===== src/rtl/vec_alu_wb_buffer_if.sv =====
// Writeback handshake bundle between the vector ALU lanes,
// the buffer and the register file write port.
interface vec_alu_wb_buffer_if #(
  parameter int LANES = 4,
  parameter int W     = 16
) ();
  logic               in_valid;
  logic               in_ready;
  logic [LANES*W-1:0] in_result;
  logic [LANES*4-1:0] in_flags;
  logic [4:0]         in_rd;
  logic               in_scalar;

  logic               out_valid;
  logic               out_ready;
  logic [LANES*W-1:0] out_data;
  logic [4:0]         out_rd;
  logic [LANES-1:0]   out_we_mask;
  logic [3:0]         out_flags;

  modport master (
    output in_valid,
    input  in_ready,
    output in_result,
    output in_flags,
    output in_rd,
    output in_scalar,
    input  out_valid,
    output out_ready,
    input  out_data,
    input  out_rd,
    input  out_we_mask,
    input  out_flags
  );

  modport slave (
    input  in_valid,
    output in_ready,
    input  in_result,
    input  in_flags,
    input  in_rd,
    input  in_scalar,
    output out_valid,
    input  out_ready,
    output out_data,
    output out_rd,
    output out_we_mask,
    output out_flags
  );
endinterface


===== src/rtl/vec_alu_wb_buffer.sv =====
// Two-entry writeback FIFO for vector ALU results, with
// combined per-op flags, sticky flag accumulation and retire count.
module vec_alu_wb_buffer #(
  parameter int LANES = 4,
  parameter int W     = 16
) (
  input  logic                 clk,
  input  logic                 rst_n,
  vec_alu_wb_buffer_if.slave   bus,
  input  logic                 flags_clr,
  output logic [3:0]           sticky_flags,
  output logic [15:0]          op_count
);

  typedef struct packed {
    logic [LANES*W-1:0] data;
    logic [4:0]         rd;
    logic [LANES-1:0]   mask;
    logic [3:0]         flags;
  } entry_t;

  entry_t       mem_q [2];
  entry_t       in_entry;
  entry_t       head;
  logic         wptr_q;
  logic         rptr_q;
  logic [1:0]   count_q;
  logic         push;
  logic         pop;
  logic [LANES-1:0] mask;
  logic         fn;
  logic         fz;
  logic         fc;
  logic         fv;

  // Flags fold only over lanes that will actually be written.
  always_comb begin
    mask = '1;
    if (bus.in_scalar) begin
      mask    = '0;
      mask[0] = 1'b1;
    end
    fn = 1'b0;
    fz = 1'b1;
    fc = 1'b0;
    fv = 1'b0;
    for (int i = 0; i < LANES; i++) begin
      if (mask[i]) begin
        fn = fn | bus.in_flags[i*4+3];
        fz = fz & bus.in_flags[i*4+2];
        fc = fc | bus.in_flags[i*4+1];
        fv = fv | bus.in_flags[i*4+0];
      end
    end
  end

  always_comb begin
    in_entry.data  = bus.in_result;
    in_entry.rd    = bus.in_rd;
    in_entry.mask  = mask;
    in_entry.flags = {fn, fz, fc, fv};
  end

  assign head          = mem_q[rptr_q];
  assign bus.in_ready  = (count_q < 2'd2);
  assign bus.out_valid = (count_q != 2'd0);
  assign push          = bus.in_valid & bus.in_ready;
  assign pop           = bus.out_valid & bus.out_ready;

  assign bus.out_data    = head.data;
  assign bus.out_rd      = head.rd;
  assign bus.out_we_mask = head.mask;
  assign bus.out_flags   = head.flags;

  always_ff @(posedge clk) begin
    if (!rst_n) begin
      mem_q[0]     <= '0;
      mem_q[1]     <= '0;
      wptr_q       <= 1'b0;
      rptr_q       <= 1'b0;
      count_q      <= 2'd0;
      sticky_flags <= 4'd0;
      op_count     <= 16'd0;
    end else begin
      if (push) begin
        mem_q[wptr_q] <= in_entry;
        wptr_q        <= ~wptr_q;
      end
      if (pop) begin
        rptr_q   <= ~rptr_q;
        op_count <= op_count + 16'd1;
      end
      count_q <= count_q + {1'b0, push} - {1'b0, pop};
      // A clear that lands with a pop keeps that pop's flags.
      if (pop && flags_clr) begin
        sticky_flags <= head.flags;
      end else if (pop) begin
        sticky_flags <= sticky_flags | head.flags;
      end else if (flags_clr) begin
        sticky_flags <= 4'd0;
      end
    end
  end

endmodule


===== src/flat_wrapper.sv =====
// flat-port wrapper written by rule: the top's interface ports become plain ports
module vec_alu_wb_buffer_flat 
#(
  parameter int LANES = 4,
  parameter int W     = 16
)
  (clk, rst_n, flags_clr, sticky_flags, op_count, bus_in_valid, bus_in_ready, bus_in_result, bus_in_flags, bus_in_rd, bus_in_scalar, bus_out_valid, bus_out_ready, bus_out_data, bus_out_rd, bus_out_we_mask, bus_out_flags);
  vec_alu_wb_buffer_if #(.LANES(LANES), .W(W)) bus_i ();
  input  logic clk;
  input  logic rst_n;
  input  logic flags_clr;
  output logic [3:0] sticky_flags;
  output logic [15:0] op_count;
  input wire logic [$bits(bus_i.in_valid)-1:0] bus_in_valid;
  output wire logic [$bits(bus_i.in_ready)-1:0] bus_in_ready;
  input wire logic [$bits(bus_i.in_result)-1:0] bus_in_result;
  input wire logic [$bits(bus_i.in_flags)-1:0] bus_in_flags;
  input wire logic [$bits(bus_i.in_rd)-1:0] bus_in_rd;
  input wire logic [$bits(bus_i.in_scalar)-1:0] bus_in_scalar;
  output wire logic [$bits(bus_i.out_valid)-1:0] bus_out_valid;
  input wire logic [$bits(bus_i.out_ready)-1:0] bus_out_ready;
  output wire logic [$bits(bus_i.out_data)-1:0] bus_out_data;
  output wire logic [$bits(bus_i.out_rd)-1:0] bus_out_rd;
  output wire logic [$bits(bus_i.out_we_mask)-1:0] bus_out_we_mask;
  output wire logic [$bits(bus_i.out_flags)-1:0] bus_out_flags;
  assign bus_i.in_valid = bus_in_valid;
  assign bus_in_ready = bus_i.in_ready;
  assign bus_i.in_result = bus_in_result;
  assign bus_i.in_flags = bus_in_flags;
  assign bus_i.in_rd = bus_in_rd;
  assign bus_i.in_scalar = bus_in_scalar;
  assign bus_out_valid = bus_i.out_valid;
  assign bus_i.out_ready = bus_out_ready;
  assign bus_out_data = bus_i.out_data;
  assign bus_out_rd = bus_i.out_rd;
  assign bus_out_we_mask = bus_i.out_we_mask;
  assign bus_out_flags = bus_i.out_flags;
  vec_alu_wb_buffer #(.LANES(LANES), .W(W)) u_core (.clk(clk), .rst_n(rst_n), .bus(bus_i), .flags_clr(flags_clr), .sticky_flags(sticky_flags), .op_count(op_count));
endmodule

===== config.mk =====
export PLATFORM = sky130hd
export DESIGN_NAME = vec_alu_wb_buffer_flat
export DESIGN_NICKNAME = d
export VERILOG_FILES = /design/src/rtl/vec_alu_wb_buffer_if.sv /design/src/rtl/vec_alu_wb_buffer.sv /design/src/flat_wrapper.sv
export SDC_FILE = /design/constraint.sdc
export NUM_CORES = 1
export LEC_CHECK = 0
export CAP_MARGIN = 5
export CELL_PAD_IN_SITES_DETAIL_PLACEMENT = 0
export CELL_PAD_IN_SITES_GLOBAL_PLACEMENT = 1
export CORE_MARGIN = 2
export CORE_UTILIZATION = 43
export CTS_CLUSTER_SIZE = 10
export DETAILED_ROUTE_END_ITERATION = 7
export PLACE_DENSITY_LB_ADDON = 0.1
export SETUP_SLACK_MARGIN = 0.5
export SLEW_MARGIN = 10
export SYNTH_ARGS = -nofsm -noshare
export SYNTH_HDL_FRONTEND = slang
export SYNTH_SLANG_ARGS = --single-unit

===== constraint.sdc =====
create_clock -name clk -period 6.65 [get_ports clk]
set_input_delay 0.665 -clock clk [delete_from_list [all_inputs] [get_ports clk]]
set_output_delay 0.665 -clock clk [all_outputs]
set_load 0.01 [all_outputs]

-- Word level (Yosys, flattened, before mapping)
Memory sizes are Yosys's and may differ from the RTL's. A register that Yosys moved wholly into a read port is not among the register bits.
Cells that the tools add are included.
- logic and storage cells: 60
- register bits after elaboration: 24
- memories: 1
- output and inout port bits: 99
- bits in writable memories: 154
- bitwise gates (word level): 17
- reduce and logical (&&, ||, !) cells: 4
- magnitude comparators: 1
- add/sub/neg operators: 3
- multiplexer cells: 29
- memory list (memory ; words ; bits a word ; rd ports ; clocked after memory_dff ; wr ports ; RTL line ; source):
    u_core.mem_q ; 2 ; 77 ; 1 ; 1 ; 2 ; vec_alu_wb_buffer.sv:22 ; entry_t mem_q [2];
- operators by type and width (operator ; count):
    2-to-1 mux 77 bit ; 1
    OR reduction 77 bit ; 1
    2-to-1 mux 1 bit ; 24
    adder 16 x 1 -> 16 bit (second input constant) ; 1
    2-to-1 mux 4 bit ; 4
    OR 1 bit ; 9
    AND 1 bit ; 5
    OR 4 bit ; 1
    nonzero test 3 bit ; 1
    adder 2 x 1 -> 2 bit ; 1
    < comparator 2 bit (second input constant) ; 1
    NOT 1 bit ; 2
    nonzero test 2 bit ; 1
    subtractor 2 x 1 -> 2 bit ; 1
    logical AND 1 bit ; 1

-- Longest topological paths before layout
- word-level depth: 9
- mapped depth: 8
- depth with buffers taken out: 7

-- Worst setup path before layout
OpenSTA, ideal clock, no wires.
- path kind: input -> register
- start: input port bus_in_valid
- end: memory u_core.mem_q[0][0] (netlist name), enable pin
- path slack: 3.206 ns
- stages: 4
- data arrival time: 2.999 ns
- data required time: 6.205 ns
- path buffers: 1
- path through: nor2b_2 -> nor2b_1 -> buf_2 -> nand2b_1
- RTL lines (what ; RTL line ; source):
    start: declaration ; flat_wrapper.sv:14 ; input wire logic [$bits(bus_i.in_valid)-1:0] bus_in_valid;
    end: declaration ; vec_alu_wb_buffer.sv:22 ;

==> flow_summary.yaml <==
cts:
  cts.sinks: 175
  clk-insertion-delay-late_ns: 0.43
  cts_resized: 0
  clock-root-buffer: "clkbuf_16"
  clockBufferDepth: 2
  cts.htree.levels: 4
  cts_tree: "built"
  post_cts_buffers: 0
  clkSlewWorstSetupHoldPaths_ns: 0.06
  cts_hold_buf: 0
  cts-buffers-inserted: 17
min_path:
  holdPathEnd: "u_core.mem_q[1][4]$_SDFFE_PP1N_"
  hold_depth: 2
  hold_path_class: "reg -> reg"
  min_from: "u_core.mem_q[1][4]$_SDFFE_PP1N_"
timing:
  slew_viol_final: 0
  rsz0062_at_grt: "false"
  timing.fmax_ghz: 0.322
  period_needed_ns: 3.11
  slew_headroom: 0.223
  setup_tns_ns: 0
  setup_ws_ns: 3.54
  hold_viol: 0
  tightest_slew_ns: 1.17
  skew_ns: 0.00916
  final-setup-viol-count: 0
  finalCritPeriodShare: 0.468
final_layout:
  nets: 817
  design_area_um2: 10200
  final_cell_mix: "188 x clkdlybuf4s50_1, 148 x edfxtp_1, 75 x mux2_2, 71 x and3_1, 70 x and2_1"
  fill_cells: 1382
  final_common_cell: "clkdlybuf4s50_1"
  drive_above_1_share: 0.164
  diodes: 0
  area_growth_pct: 34.6
critical_path:
  start_kind: "flip-flop"
  rrSetupSlack_ns: 3.92
  worstSetupPathType: "reg -> out"
  r2r_end: "u_core.mem_q[0][10]$_DFFE_PP_"
  arrival_ns: 2.44
  reg2reg_depth: 4
  cp-end-kind: "output pin"
  r2r-start: "u_core.count_q[1]$_SDFF_PN0_"
  crit_fanout: 75
  required_ns: 5.98
placed_design:
  dpl_worst_slack_ns: 3.10
  hpwl_um: 9780
  gp_congestion: 0.751
  dpl_cell_area_um2: 9630
  io_buffers: 189
synthesis:
  synth-seq-cells: 175
  synth_edf_count: 148
  synthCells: 551
  yosys_warnings: 0
  ys_seq_area_frac: 0.656
  synth_async_sr_flop_share: 0
  syn_nets: 645
  synth_flop_cell: "edfxtp_1"
  syn_area_um2: 7590
  synth_area_per_cell_um2: 13.8
  ys_types: 34
floorplan:
  die-area_um2: 18700
  start_util: 0.439
  coreArea_um2: 17300
  num_io_pins: 190
  die_y_um: 137
  die_w_um: 137
  rows: 48
power_and_ir_drop:
  ir_worst_vdd_v: 0.000202
  power_density_nw_per_um2: 332
  p_leak_nw: 4.01
routing:
  postRouteAntennaNets: 0
  dr.pass1.iters: 4
  vias_per_cell: 5.02
  drt_wl_total_um: 16500
  drc: 0
  dr_total_vias: 4829
  wl_per_cell_um: 17.2
  drt-initial-drc-count: 207
global_route:
  grt_pass1_wl_um: 24700
  grt_max_degree: 82
  grt_pass1_vias: 4787
  antenna_found_initial: 0
  gr-total-overflow: 0
  grt.total_usage: 0.176
outcome:
  outcome: "finished clean"
run:
  cap_violations: 0
state kept, by name (all words and copies together) (netlist names), named ones only:
register             count
u_core.op_count         16
u_core.wptr_q            1
u_core.mem_q           150
u_core.rptr_q            1
u_core.sticky_flags      4
u_core.count_q           2
worst max-delay path, cell delays in order (launching register included):
cell and delay, ns:
dfxtp_4 1.06, mux2_2 0.47, clkdlybuf4s50_1 0.49
cell usage after synthesis, drive strengths merged, types with 6 or more instances:
library cell	number	share of area
edfxtp	148	0.59
mux2	75	0.11
and3	72	0.059
and2	70	0.058
nor2	36	0.018
dfxtp	27	0.071
clkbuf	24	0.012
buf	14	0.011
nand2	14	0.0069
xnor2	11	0.013
a21oi	8	0.0053
inv	7	0.0035
nor3	7	0.0046
nand3	6	0.0046
nor2b	6	0.0053
report_power, final:
| part | switching (W) | leakage, nW | total (W) | internal (W) |
|---|---|---|---|---|
| registers | 0.000106 | 1.79 | 0.00148 | 0.00137 |
| clock network | 0.000417 | 0.277 | 0.00101 | 0.000588 |
| logic | 0.000391 | 1.95 | 0.000917 | 0.000526 |
kinds of logic (layout without fill, tap and decap cells):
| family | count (synthesis) | count (layout) | share of synthesized area |
|---|---|---|---|
| fa+ha+maj | 3 | 3 | 0.00494 |
| flops | 175 | 175 | 0.656 |
| xor+xnor | 14 | 14 | 0.0161 |
| buf+inv | 45 | 230 | 0.0264 |
| mux | 77 | 77 | 0.114 |
| compound gates | 13 | 13 | 0.00906 |
| simple gates | 224 | 224 | 0.173 |
per-layer routing:
metal  GRT usage  share of wire
met1       0.223           0.44
met2       0.289           0.49
met3      0.0456          0.055
met4      0.0693          0.017
met5           0              0
how the worst max path moves through the flow:
| stage | start | to | slack [ns] |
|---|---|---|---|
| floorplan | bus_in_valid | u_core.mem_q[0][0]$_DFFE_PP_ | 3.21 |
| global placement | bus_in_valid | u_core.mem_q[0][41]$_DFFE_PP_ | 3.10 |
| detailed placement | bus_in_valid | u_core.mem_q[0][60]$_DFFE_PP_ | 3.10 |
| CTS | flip-flop | bus_out_we_mask[1] | 3.47 |
| global route | bus_in_valid | u_core.mem_q[0][27]$_DFFE_PP_ | 3.39 |
| finish | flip-flop | bus_out_we_mask[1] | 3.54 |
through the flow:
step | total power, W | hold slack [ns] | utilization | instances
after floorplan | 0.00195 | 0.422 | - | 551
after global placement | 0.00242 | 0.445 | 0.557 | 929
after detailed placement | 0.00243 | 0.440 | 0.557 | 929
after CTS | 0.00343 | 0.456 | 0.591 | 961
after global routing | 0.00354 | 0.474 | 0.591 | 961
final | 0.00340 | 0.466 | 0.591 | 961
area by class of cell:
type	instances	area, um2	area share
clock inverter	15	169	0.0165
inverter	7	26.3	0.00257
clock buffer	17	425	0.0416
timing repair buffer	191	1900	0.186
sequential	175	4990	0.488
multi-input combinational	331	2430	0.238
tap	225	282	0.0275
(Power assumes the default switching activity.)
